<file path="config.mk">
export PLATFORM = sky130hd
export DESIGN_NAME = ghash_ctrl_flat
export DESIGN_NICKNAME = d
export VERILOG_FILES = /design/src/rtl/ghash_pkg.sv /design/src/rtl/ghash_ctrl_if.sv /design/src/rtl/ghash_ctrl.sv /design/src/flat_wrapper.sv
export SDC_FILE = /design/constraint.sdc
export NUM_CORES = 1
export LEC_CHECK = 0
export CAP_MARGIN = 20
export CELL_PAD_IN_SITES_DETAIL_PLACEMENT = 1
export CELL_PAD_IN_SITES_GLOBAL_PLACEMENT = 1
export CORE_AREA = 2 2 354 356
export CTS_BUF_LIST = sky130_fd_sc_hd__clkbuf_16
export DETAILED_ROUTE_END_ITERATION = 16
export DIE_AREA = 0 0 356 358
export GPL_ROUTABILITY_DRIVEN = 0
export GPL_TIMING_DRIVEN = 0
export PLACE_DENSITY = 0.54
export SYNTH_ARGS = -nofsm -noshare
export SYNTH_HDL_FRONTEND = slang
export SYNTH_SLANG_ARGS = --single-unit
</file>
<file path="constraint.sdc">
create_clock -name clk -period 1.71 [get_ports clk]
set_input_delay 0.2565 -clock clk [delete_from_list [all_inputs] [get_ports clk]]
set_output_delay 0.2565 -clock clk [all_outputs]
set_load 0.02 [all_outputs]
</file>
<file path="src/rtl/ghash_pkg.sv">
// Shared types and constants for the GHASH sequencer.
//   BLK_W / LEN_W : block and length-block width
//   MUL_LAT       : split_multiplier latency, a_i presentation to valid mul_o
//   CNT_W         : width of the multiplier wait counter
package ghash_pkg;

  localparam int unsigned BLK_W   = 128;
  localparam int unsigned LEN_W   = 128;
  localparam int unsigned MUL_LAT = 4;
  localparam int unsigned CNT_W   = $clog2(MUL_LAT);

  typedef enum logic [2:0] {
    ST_IDLE,
    ST_ISSUE,
    ST_WAIT,
    ST_LEN_ISSUE,
    ST_LEN_WAIT,
    ST_DONE
  } ghash_state_e;

endpackage

</file>
<file path="src/rtl/ghash_ctrl_if.sv">
// Block stream into the GHASH sequencer (valid/ready with last marker).
//   blk_valid_i : source has a block
//   blk_ready_o : sequencer can take a block this cycle
//   blk_data_i  : 128-bit padded AAD/ciphertext block
//   blk_last_i  : final data block of the message
interface ghash_ctrl_if;
  import ghash_pkg::*;

  logic             blk_valid_i;
  logic             blk_ready_o;
  logic [BLK_W-1:0] blk_data_i;
  logic             blk_last_i;

  modport master (output blk_valid_i, blk_data_i, blk_last_i, input blk_ready_o);
  modport slave  (input blk_valid_i, blk_data_i, blk_last_i, output blk_ready_o);

endinterface

</file>
<file path="src/rtl/ghash_ctrl.sv">
// GHASH sequencer: folds each accepted block into Y <= (Y ^ X) * H through the
// external 4-stage split_multiplier, then issues len(A)||len(C) and presents the tag.
//   clk, rst_n         : clock, async active-low reset
//   start_i            : begin new hash (IDLE only); samples h_i, empty_i (and len_i if empty)
//   h_i, empty_i, len_i: hash key, no-data flag, length block
//   blk                : block stream (slave side)
//   tag_valid_o, tag_o : one-cycle tag strobe, held tag
//   busy_o             : not IDLE
//   mul_h[a-d]_o       : H slices to the multiplier
//   mul_a_o, mul_rst_o : multiplier operand and active-high reset
//   mul_i              : multiplier result
module ghash_ctrl
  import ghash_pkg::*;
#(
  parameter int unsigned DATA__WIDTH = BLK_W,
  parameter int unsigned SPLIT_WIDTH = 32
) (
  input  logic                   clk,
  input  logic                   rst_n,
  input  logic                   start_i,
  input  logic [DATA__WIDTH-1:0] h_i,
  input  logic                   empty_i,
  input  logic [DATA__WIDTH-1:0] len_i,
  ghash_ctrl_if.slave            blk,
  output logic                   tag_valid_o,
  output logic [DATA__WIDTH-1:0] tag_o,
  output logic                   busy_o,
  output logic [SPLIT_WIDTH-1:0] mul_ha_o,
  output logic [SPLIT_WIDTH-1:0] mul_hb_o,
  output logic [SPLIT_WIDTH-1:0] mul_hc_o,
  output logic [SPLIT_WIDTH-1:0] mul_hd_o,
  output logic [DATA__WIDTH-1:0] mul_a_o,
  output logic                   mul_rst_o,
  input  logic [DATA__WIDTH-1:0] mul_i
);

  ghash_state_e r_state, w_state_nxt;

  logic [DATA__WIDTH-1:0] r_y;
  logic [DATA__WIDTH-1:0] r_h;
  logic [DATA__WIDTH-1:0] r_len;
  logic [DATA__WIDTH-1:0] r_tag;
  logic [CNT_W-1:0]       r_cnt;
  logic                   r_last;
  logic                   r_mul_rst;

  logic                   w_start;
  logic                   w_blk_hs;
  logic                   w_waiting;
  logic                   w_cnt_done;
  logic [DATA__WIDTH-1:0] w_mul_a;

  assign w_start    = (r_state == ST_IDLE) && start_i;
  assign w_blk_hs   = (r_state == ST_ISSUE) && blk.blk_valid_i;
  assign w_waiting  = (r_state == ST_WAIT) || (r_state == ST_LEN_WAIT);
  assign w_cnt_done = (r_cnt == CNT_W'(MUL_LAT - 1));

  // State register
  always_ff @(posedge clk or negedge rst_n) begin
    if (!rst_n) r_state <= ST_IDLE;
    else        r_state <= w_state_nxt;
  end

  // Next state and multiplier operand
  always_comb begin
    w_state_nxt = r_state;
    w_mul_a     = '0;
    case (r_state)
      ST_IDLE: begin
        if (start_i) w_state_nxt = empty_i ? ST_LEN_ISSUE : ST_ISSUE;
      end
      ST_ISSUE: begin
        if (blk.blk_valid_i) begin
          w_mul_a     = r_y ^ blk.blk_data_i;
          w_state_nxt = ST_WAIT;
        end
      end
      ST_WAIT: begin
        if (w_cnt_done) w_state_nxt = r_last ? ST_LEN_ISSUE : ST_ISSUE;
      end
      ST_LEN_ISSUE: begin
        w_mul_a     = r_y ^ r_len;
        w_state_nxt = ST_LEN_WAIT;
      end
      ST_LEN_WAIT: begin
        if (w_cnt_done) w_state_nxt = ST_DONE;
      end
      ST_DONE:  w_state_nxt = ST_IDLE;
      default:  w_state_nxt = ST_IDLE;
    endcase
  end

  // Hash datapath: key/length latches, wait counter, running Y and tag
  always_ff @(posedge clk or negedge rst_n) begin
    if (!rst_n) begin
      r_y       <= '0;
      r_h       <= '0;
      r_len     <= '0;
      r_tag     <= '0;
      r_cnt     <= '0;
      r_last    <= 1'b0;
      r_mul_rst <= 1'b1;
    end else begin
      r_mul_rst <= 1'b0;
      if (w_start) begin
        r_h <= h_i;
        r_y <= '0;
        if (empty_i) r_len <= len_i;
      end
      if (w_blk_hs) begin
        r_last <= blk.blk_last_i;
        if (blk.blk_last_i) r_len <= len_i;
      end
      // Counter sits at 0 outside the wait states, so every wait starts from 0
      if (w_waiting) r_cnt <= r_cnt + CNT_W'(1);
      else           r_cnt <= '0;
      if (w_waiting && w_cnt_done) begin
        r_y <= mul_i;
        if (r_state == ST_LEN_WAIT) r_tag <= mul_i;
      end
    end
  end

  assign blk.blk_ready_o = (r_state == ST_ISSUE);
  assign tag_valid_o     = (r_state == ST_DONE);
  assign busy_o          = (r_state != ST_IDLE);
  assign tag_o           = r_tag;
  assign mul_a_o         = w_mul_a;
  // Flush the multiplier pipeline in the start cycle so the first issue lands clean
  assign mul_rst_o       = r_mul_rst | w_start;

  assign mul_ha_o = r_h[DATA__WIDTH-1 -: SPLIT_WIDTH];
  assign mul_hb_o = r_h[DATA__WIDTH-SPLIT_WIDTH-1 -: SPLIT_WIDTH];
  assign mul_hc_o = r_h[2*SPLIT_WIDTH-1 -: SPLIT_WIDTH];
  assign mul_hd_o = r_h[SPLIT_WIDTH-1:0];

endmodule

</file>
<file path="src/flat_wrapper.sv">
// flat-port wrapper written by rule: the top's interface ports become plain ports
module ghash_ctrl_flat import ghash_pkg::*;
#(
  parameter int unsigned DATA__WIDTH = BLK_W,
  parameter int unsigned SPLIT_WIDTH = 32
)
  (clk, rst_n, start_i, h_i, empty_i, len_i, tag_valid_o, tag_o, busy_o, mul_ha_o, mul_hb_o, mul_hc_o, mul_hd_o, mul_a_o, mul_rst_o, mul_i, blk_blk_valid_i, blk_blk_data_i, blk_blk_last_i, blk_blk_ready_o);
  ghash_ctrl_if blk_i ();
  input  logic clk;
  input  logic rst_n;
  input  logic start_i;
  input  logic [DATA__WIDTH-1:0] h_i;
  input  logic empty_i;
  input  logic [DATA__WIDTH-1:0] len_i;
  output logic tag_valid_o;
  output logic [DATA__WIDTH-1:0] tag_o;
  output logic busy_o;
  output logic [SPLIT_WIDTH-1:0] mul_ha_o;
  output logic [SPLIT_WIDTH-1:0] mul_hb_o;
  output logic [SPLIT_WIDTH-1:0] mul_hc_o;
  output logic [SPLIT_WIDTH-1:0] mul_hd_o;
  output logic [DATA__WIDTH-1:0] mul_a_o;
  output logic mul_rst_o;
  input  logic [DATA__WIDTH-1:0] mul_i;
  input wire logic [$bits(blk_i.blk_valid_i)-1:0] blk_blk_valid_i;
  input wire logic [$bits(blk_i.blk_data_i)-1:0] blk_blk_data_i;
  input wire logic [$bits(blk_i.blk_last_i)-1:0] blk_blk_last_i;
  output wire logic [$bits(blk_i.blk_ready_o)-1:0] blk_blk_ready_o;
  assign blk_i.blk_valid_i = blk_blk_valid_i;
  assign blk_i.blk_data_i = blk_blk_data_i;
  assign blk_i.blk_last_i = blk_blk_last_i;
  assign blk_blk_ready_o = blk_i.blk_ready_o;
  ghash_ctrl #(.DATA__WIDTH(DATA__WIDTH), .SPLIT_WIDTH(SPLIT_WIDTH)) u_core (.clk(clk), .rst_n(rst_n), .start_i(start_i), .h_i(h_i), .empty_i(empty_i), .len_i(len_i), .blk(blk_i), .tag_valid_o(tag_valid_o), .tag_o(tag_o), .busy_o(busy_o), .mul_ha_o(mul_ha_o), .mul_hb_o(mul_hb_o), .mul_hc_o(mul_hc_o), .mul_hd_o(mul_hd_o), .mul_a_o(mul_a_o), .mul_rst_o(mul_rst_o), .mul_i(mul_i));
endmodule
</file>
======== Word level (Yosys, flattened, before mapping) ========
Index checks and enable logic that the tools add are counted.
storage, ports and cells
  flip-flop bits (word level) ............. 519
  word-level logic and storage cells ...... 47
  output and inout port bits .............. 388
  input bits .............................. 518
operators by class
  add/sub/neg operators ................... 1
  reduce and logical (&&, ||, !) cells .... 9
  bitwise operators ....................... 3
  muxes and demuxes ....................... 16
  equal/unequal tests ..................... 10
operators with widths
  kind                                                             number
  128-bit two-way mux                                              7
  128-bit one-hot mux with 2 select lines                          1
  128-bit XOR                                                      2
  3-bit one-hot mux with 5 select lines                            1
  3-bit two-way mux                                                4
  3-bit by 2-bit == test with 1-bit output, second input constant  2
  3-bit == test, second input constant                             2
  2-bit two-way mux                                                3
  2-bit by 1-bit != test with 1-bit output, second input constant  2
  2-bit != test, second input constant                             2
  4-bit AND reduction                                              1
  3-bit by 1-bit == test with 1-bit output, second input constant  1
  1-bit logical AND                                                3
  3-bit logical NOT                                                1
  3-bit nonzero test                                               1
  2-bit by 1-bit adder with 2-bit output, second input constant    1
  2-bit == test, second input constant                             1
  2-bit AND reduction                                              1
  2-bit nonzero test                                               1
  1-bit logical OR                                                 1
  1-bit bitwise OR                                                 1

======== Depth between registers and ports, before layout ========
Gate-level depths: netlist of the first run.
  depth in word-level cells ............... 5
  depth in mapped cells ................... 8
  gate-level depth less buffers ........... 5

======== Worst setup path before layout of the first run ========
OpenSTA, ideal clock, no wires.
  path type ............................... register to output
  start ................................... register u_core.r_state[2]
  end ..................................... output port mul_a_o[81]
  slack ................................... -0.391 ns
  cell stages (with the launch flop) ...... 9
  arrival time ............................ 1.844 ns
  required time ........................... 1.454 ns
  path through ............................ dfrtp_1 > buf_2 > nor2_1 > and3_1 > buf_2 > buf_2 > clkbuf_1 > a221oi_1 > a21oi_1
between the ends
  word-level cells in the longest chain between the ends .. 2
  elaborated cells on any way between the ends .. 3
  those cells by class .................... eq/ne (2); mux (1)
RTL lines
  element                                                                                               line                source
  start: declaration                                                                                    ghash_ctrl.sv:37    ghash_state_e r_state, w_state_nxt;
  start signal: assignment                                                                              ghash_ctrl.sv:61    else r_state <= w_state_nxt;
  3-bit by 2-bit == test with 1-bit output or 3-bit by 1-bit == test with 1-bit output (tied branches)  ghash_ctrl.sv:68    case (r_state)
  128-bit one-hot mux with 2 select lines *                                                             ghash_ctrl.sv:68
  end: declaration                                                                                      flat_wrapper.sv:22  output logic [DATA__WIDTH-1:0] mul_a_o;
Every way passes the cells marked *; elsewhere a longest branch is shown, timed or not.

======== Final worst setup path of the first run ========
  start ................................... register u_core.r_state[0]
  end ..................................... output port mul_a_o[41]
Same word-level chain as after synthesis.

==> results of run 1 <==
repair_timing:
action                                  4_1_cts  5_1_grt
pin swaps                                    17       45
hold endpoints to repair                     67       67
cloned                                        0       44
setup buffers                                 6       71
endpoints found under the setup margin      902      902
gates resized for setup                     847      904
area by class of cell:
class,instances,share of cell area
flip-flops and latches,519,0.307
repair buffers,1034,0.270
multi-input cells,1441,0.269
plain buffers,156,0.0525
well taps,1637,0.0485
clock buffers,71,0.0420
clock inverters,51,0.00790
diodes,29,0.00172
inverters,5,0.000503
power groups by stage:
| stage | combinational (mW) | clock (mW) | sequential, mW |
|---|---|---|---|
| final | 33.3 | 14.2 | 19.5 |
| after global routing | 35.3 | 15.1 | 20.0 |
| after global placement | 27.6 | 0 | 19.4 |
| after detailed placement | 28.0 | 0 | 19.4 |
| after floorplan | 12.4 | 0 | 21.1 |
| after CTS | 28.6 | 14.8 | 19.3 |
routing by layer:
| metal | part of all wire | up-vias | wire (microns) | GRT usage |
|---|---|---|---|---|
| met5 | 0.0010 | - | 132 | 0 |
| met4 | 0.034 | 22 | 4470 | 0.0785 |
| met3 | 0.073 | 190 | 9570 | 0.0636 |
| met2 | 0.50 | 720 | 65000 | 0.311 |
| met1 | 0.40 | 11000 | 52000 | 0.220 |
| li1 | - | 9809 | - | - |
registers in the layout, indices dropped and copies added (netlist names):
name / count
u_core.r_cnt: 2
u_core.r_h: 128
u_core.r_last: 1
u_core.r_len: 128
u_core.r_mul_rst: 1
u_core.r_state: 3
u_core.r_y: 128
u_core.tag_o: 128
worst max-delay path, cell delays in order, from the launching register on:
cell                      delay (ps)
sky130_fd_sc_hd__dfrtp_2         400
sky130_fd_sc_hd__buf_6           130
sky130_fd_sc_hd__inv_4            50
sky130_fd_sc_hd__or3_4           380
sky130_fd_sc_hd__buf_12          180
sky130_fd_sc_hd__buf_6           160
sky130_fd_sc_hd__o22a_1          230
sky130_fd_sc_hd__a21oi_4         210
sky130_fd_sc_hd__buf_6           160
cell usage after synthesis (all sizes together), types with 2 or more instances:
master / n
nor4b: 2
o21ai: 130
inv: 5
or3: 2
a211oi: 3
nand2: 644
buf: 78
nand2b: 3
a21oi: 129
nor2: 4
dfrtp: 518
o22a: 128
nor3: 3
mux2: 256
a221oi: 128
clkbuf: 80
kinds of logic (layout without fill, tap and decap cells):
kind of cell    Yosys count  in the layout  synth area share
other cells               1             30          0.000164
fa+ha+maj                 1              1          0.000546
simple gates            661            661             0.110
mux                     257            257             0.126
buf+inv                 163           1317            0.0390
compound gates          521            521             0.157
flops                   519            519             0.567
through the flow:
stage | utilization | std cells
2_1_floorplan | - | 2123
3_3_place_gp | 0.287 | 4665
3_5_place_dp | 0.288 | 4673
4_1_cts | 0.309 | 4801
5_1_grt | 0.343 | 4937
6_report | 0.343 | 4943
final timing paths:
check	to	cells past startpoint	from	slack (ps)
worst max register to register	u_core.r_len[77]	10	u_core.r_state[2]	-540
worst max-delay path	mul_a_o[41]	8	u_core.r_state[0]	-1130
worst min-delay path	u_core.r_h[121]	1	rst_n	-440
max in group asynchronous	u_core.tag_o[118]	3	rst_n	510
min in group clk	u_core.r_h[121]	3	h_i[121]	140
worst min register to register	u_core.r_cnt[0]	1	u_core.r_cnt[0]	440
==> flow_metrics.tcl, run 1 <==
set metrics [dict create \
    synth_sequential_area_ratio 0.567 \
    first_global_vias 22900 \
    die_w_microns 356 \
    syn-cell-area_sq_um 22900 \
    fin_ws_ps -1130 \
    layout_commonest_cell "sky130_fd_sc_hd__clkdlybuf4s50_1" \
    timing.final.max_slew_violations 0 \
    final_hold_viol_count 67 \
    gr-total-overflow 0 \
    wl_per_cell_microns 26.5 \
    timing_worst_setup_path_type "reg2out" \
    final_nets 3747 \
    max_freq_ghz 0.352 \
    clkPwrFrac 0.212 \
    total_power_of_the_final_layout_mw 67.0 \
    routed-via-count 21700 \
    tritoncts.num_buffers 71 \
    netlist.top_cell.by_area "sky130_fd_sc_hd__dfrtp_1" \
    finClkSkew_ps 28.3 \
    antenna_found_initial 44 \
    max-cap-violations 0 \
    power.density_cell_area_nw_per_um2 1580 \
    failing_checks "negative hold slack, negative setup slack" \
    design.die.area_sq_um 127000 \
    gr-usage-all-layers 0.187 \
    die_h_microns 358 \
    dpl_cell_area_sq_um 35500 \
    internal_power_summed_over_all_cells_mw 40.7 \
    final_layout_size_suffix_gt1_frac 0.326 \
    finalInstanceArea_sq_um 42300 \
    critical_path_peak_fanout 10 \
    final-seq-area_sq_um 13000 \
    finalHoldWorstSlack_ps -439 \
    clock_latency_ps 660 \
    sequentialPowerShare 0.291 \
    layout_worst_path_cycle_share 1.66 \
    start_util 0.186 \
    yosys_warnings 0 \
    io_pins 906 \
    number_of_sinks_driven_by_the_clock_tree 519 \
    yosys.area.top_type_share 0.566 \
    power.share.combinational 0.497 \
    synth_seq_cells 519 \
    most-common-layout-cells "sky130_fd_sc_hd__clkdlybuf4s50_1 (755), sky130_fd_sc_hd__nand2_1 (543), sky130_fd_sc_hd__dfrtp_1 (517)" \
    pin_count_of_the_biggest_net_entering_global_routing 108 \
    final.fill_count 13500 \
    run_status "complete, but fails checks" \
    footprint_of_the_multi_input_gates_sq_um 11400 \
    first_iter_violations 929 \
    timing.final.setup_violations 884 \
    layout-area-overhead-vs-synth_pct 84.5 \
    switching_power_mw 26.3 \
    clock_slew_seen_by_the_registers_of_the_worst_setup_and_hold_paths_ps 60 \
    clock_tree_from_tritoncts "built" \
    io_buffer_count 905 \
    preCtsSetupSlack_ps -2010 \
    worst_slew_margin_rel 0.549 \
    least_margin_pin_slew_ps 676 \
    syn_nets 2642 \
    clock_tree.htree_level_count 3 \
    setup_total_negative_slack_ps -365690 \
    worst_setup_path_end_kind "output port" \
    num_rows 129 \
    power_leakage_nw 18.4 \
    post_detailed_route_via_to_cell_ratio 4.40 \
    clock-root-buffer "sky130_fd_sc_hd__clkbuf_16" \
    dpl.hpwl_microns 94500 \
    finalWirelength_microns 131000 \
    synth_area_per_cell_sq_um 10.8 \
    cp_data_required_time_ps 1450 \
    grt_first_pass_wirelength_microns 171000 \
    layout_min_cycle_time_ps 2840 \
    vdd.ir_drop.worst_v 0.000859 \
    clockBufferDepth 3 \
    synth_enable_flop_cells 0 \
    synth_ff_type "sky130_fd_sc_hd__dfrtp_1" \
    unrepaired_setup_endpoints_after_global_routing "true" \
    yosysUniqueCellTypes 35 \
    hp-class "in2async" \
    final_antenna_net_count 0 \
    yosys-top-cells-area "sky130_fd_sc_hd__dfrtp_1 (57%), sky130_fd_sc_hd__nand2_1 (11%), sky130_fd_sc_hd__mux2_2 (10%)" \
    detailedRoute.firstPassIterationCount 5 \
    sw_frac_of_total 0.392 \
    synth_cells 2123 \
    post-route-drc-count 0 \
    start_kind "register" \
    ys_async_sr_fraction 1.00 \
    worstPathArrival_ps 2590 \
    coreArea_sq_um 123000 \
]
No activity file was read; power rests on OpenSTA's default activity.
==> run 2: changes to the inputs <==
--- a/config.mk
+++ b/config.mk
@@ -13,7 +13,6 @@
 export DETAILED_ROUTE_END_ITERATION = 16
 export DIE_AREA = 0 0 356 358
 export GPL_ROUTABILITY_DRIVEN = 0
-export GPL_TIMING_DRIVEN = 0
 export PLACE_DENSITY = 0.54
 export SYNTH_ARGS = -nofsm -noshare
 export SYNTH_HDL_FRONTEND = slang
==> run 2 against run 1 <==
The flow finishes with violations (negative setup slack). Clock-buffer cell count increased by 1. Core utilization decreased by 1.4 points. Register-to-register slack got worse by 220 ps. Combinational power decreased by 8.7%. Total power decreased by 3.1%. Die area unchanged. Sequential power about the same. First-iteration DRC count increased by 0.22%. Critical path depth decreased by 2. Worst hold slack improved by 570 ps. Global-route usage decreased by 0.96 points. Design area decreased by 4.1%. Critical path type unchanged. Largest power group unchanged.
==> flow_metrics.tcl, run 2 (synthesis gave the netlist of run 1 again) <==
set metrics [dict create \
    timing.final.setup_violations 901 \
    io_buffer_count 905 \
    die_w_microns 356 \
    final_hold_viol_count 0 \
    post_detailed_route_via_to_cell_ratio 4.33 \
    clock_tree.htree_level_count 3 \
    wl_per_cell_microns 24.0 \
    cp-startpoint "u_core.r_state[2]" \
    final_layout_size_suffix_gt1_frac 0.297 \
    clock_tree_from_tritoncts "built" \
    first_global_vias 23100 \
    layout_min_cycle_time_ps 2800 \
    failing_checks "negative setup slack" \
    num_rows 129 \
    number_of_cells_in_the_design_after_placement 4756 \
    antenna_found_initial 25 \
    worstRegToRegCells 9 \
    finalInstanceArea_sq_um 40600 \
    coreArea_sq_um 123000 \
    clockBufferDepth 3 \
    post-route-drc-count 0 \
    tritoncts.num_buffers 70 \
    start_kind "register" \
    layout-area-overhead-vs-synth_pct 77.0 \
    vdd.ir_drop.worst_v 0.000989 \
    design.die.area_sq_um 127000 \
    timing_worst_setup_path_type "reg2out" \
    hp-class "in2async" \
    critical_path.reg2reg.endpoint "u_core.r_len[59]" \
    finClkSkew_ps 29.7 \
    most-common-layout-cells "sky130_fd_sc_hd__clkdlybuf4s50_1 (774), sky130_fd_sc_hd__nand2_1 (643), sky130_fd_sc_hd__dfrtp_1 (517)" \
    first_iter_violations 931 \
    final_antenna_net_count 0 \
    gr-total-overflow 0 \
    critical_path_peak_fanout 46 \
    unrepaired_setup_endpoints_after_global_routing "true" \
    r2r-start "u_core.r_state[0]" \
    finalWirelength_microns 118000 \
    worstPathArrival_ps 2540 \
    max_freq_ghz 0.357 \
    worst_setup_path_end_kind "output port" \
    die_h_microns 358 \
    final-seq-area_sq_um 13000 \
    footprint_of_the_multi_input_gates_sq_um 11000 \
    cp_data_required_time_ps 1450 \
    layout.cells.non_filler 4936 \
    dpl_cell_area_sq_um 36900 \
    clock-root-buffer "sky130_fd_sc_hd__clkbuf_16" \
    power_leakage_nw 17.4 \
    pin_count_of_the_biggest_net_entering_global_routing 56 \
    detailedRoute.firstPassIterationCount 4 \
    dpl.hpwl_microns 89000 \
    final_nets 3750 \
    ff2ff_setup_slack_ps -760 \
    max-cap-violations 0 \
    number_of_sinks_driven_by_the_clock_tree 519 \
    grt_first_pass_wirelength_microns 166000 \
    routed-via-count 21400 \
    total_power_of_the_final_layout_mw 64.9 \
    power.density_cell_area_nw_per_um2 1600 \
    timing.final.max_slew_violations 0 \
    clock_slew_seen_by_the_registers_of_the_worst_setup_and_hold_paths_ps 60 \
    layout_commonest_cell "sky130_fd_sc_hd__clkdlybuf4s50_1" \
    final.fill_count 13700 \
    gr-usage-all-layers 0.178 \
    worst_setup_path_endpoint "mul_a_o[48]" \
    start_util 0.186 \
    fin_ws_ps -1090 \
    io_pins 906 \
    layout_worst_path_cycle_share 1.64 \
    run_status "complete, but fails checks" \
    clock_latency_ps 630 \
]
==> run 2: worst max-delay path: stages (launching register included) <==
cell and delay [ps]:
sky130_fd_sc_hd__dfrtp_2 440, sky130_fd_sc_hd__or3_4 450, sky130_fd_sc_hd__buf_12 190, sky130_fd_sc_hd__buf_4 220
sky130_fd_sc_hd__o22a_1 210, sky130_fd_sc_hd__a21oi_2 160, sky130_fd_sc_hd__buf_4 160
==> run 2: worst min-delay path by stage <==
stage / depth (start not counted) / start / slack, ps / endpoint
3_5_place_dp: 1 / rst_n / 200 / u_core.r_h[37]
5_1_grt: 3 / h_i[41] / 110 / u_core.r_h[41]
6_report: 2 / rst_n / 130 / u_core.r_h[37]
4_1_cts: 3 / h_i[47] / 80 / u_core.r_h[47]
2_1_floorplan: 0 / rst_n / -40 / u_core.r_cnt[0]
3_3_place_gp: 1 / rst_n / 200 / u_core.r_y[77]
==> run 2: stage by stage <==
step           setup TNS [ps]  hold WS, ps   util  setup slack (ps)
2_1_floorplan          -34530        -39.1      -              -247
3_3_place_gp          -286760          203  0.299             -1020
3_5_place_dp          -294440          201  0.299             -1010
4_1_cts               -375440         78.8  0.321             -1220
5_1_grt               -420470          108  0.329             -1170
6_report              -328190          130  0.329             -1090
==> run 2: timing repair <==
action,CTS,global route
gates resized for setup,467,291
pin swaps,4,26
gates cloned,7,5
buffers inserted,14,22
endpoints found under the setup margin,901,902
hold buffers,1,0
hold endpoints to repair,327,0
==> run 2: final cells by class <==
class                           instances  area share
Timing Repair Buffer                 1194       0.301
Clock buffer                           72      0.0444
Inverter                                5    0.000525
Clock inverter                         57      0.0116
Multi-Input combinational cell       1441       0.271
Antenna cell                           11    0.000679
Tap cell                             1637      0.0505
Sequential cell                       519       0.320
==> run 2: report_power, final <==
part           leakage (nW)  total, mW  internal [mW]  switching (mW)
combinational          9.48       30.4           15.1            15.3
clock                  1.18       14.7           8.59            6.10
sequential             6.75       19.7           16.3            3.50
total                  17.4       64.9           40.0            24.9
==> run 2: layer usage <==
metal | vias to the layer above | GRT usage | routed length, microns
met1 | 10700 | 0.208 | 47600
met2 | 680 | 0.306 | 58500
met3 | 175 | 0.0561 | 8470
li1 | 9777 | - | -
met4 | 20 | 0.0586 | 3740
met5 | - | 0 | 124
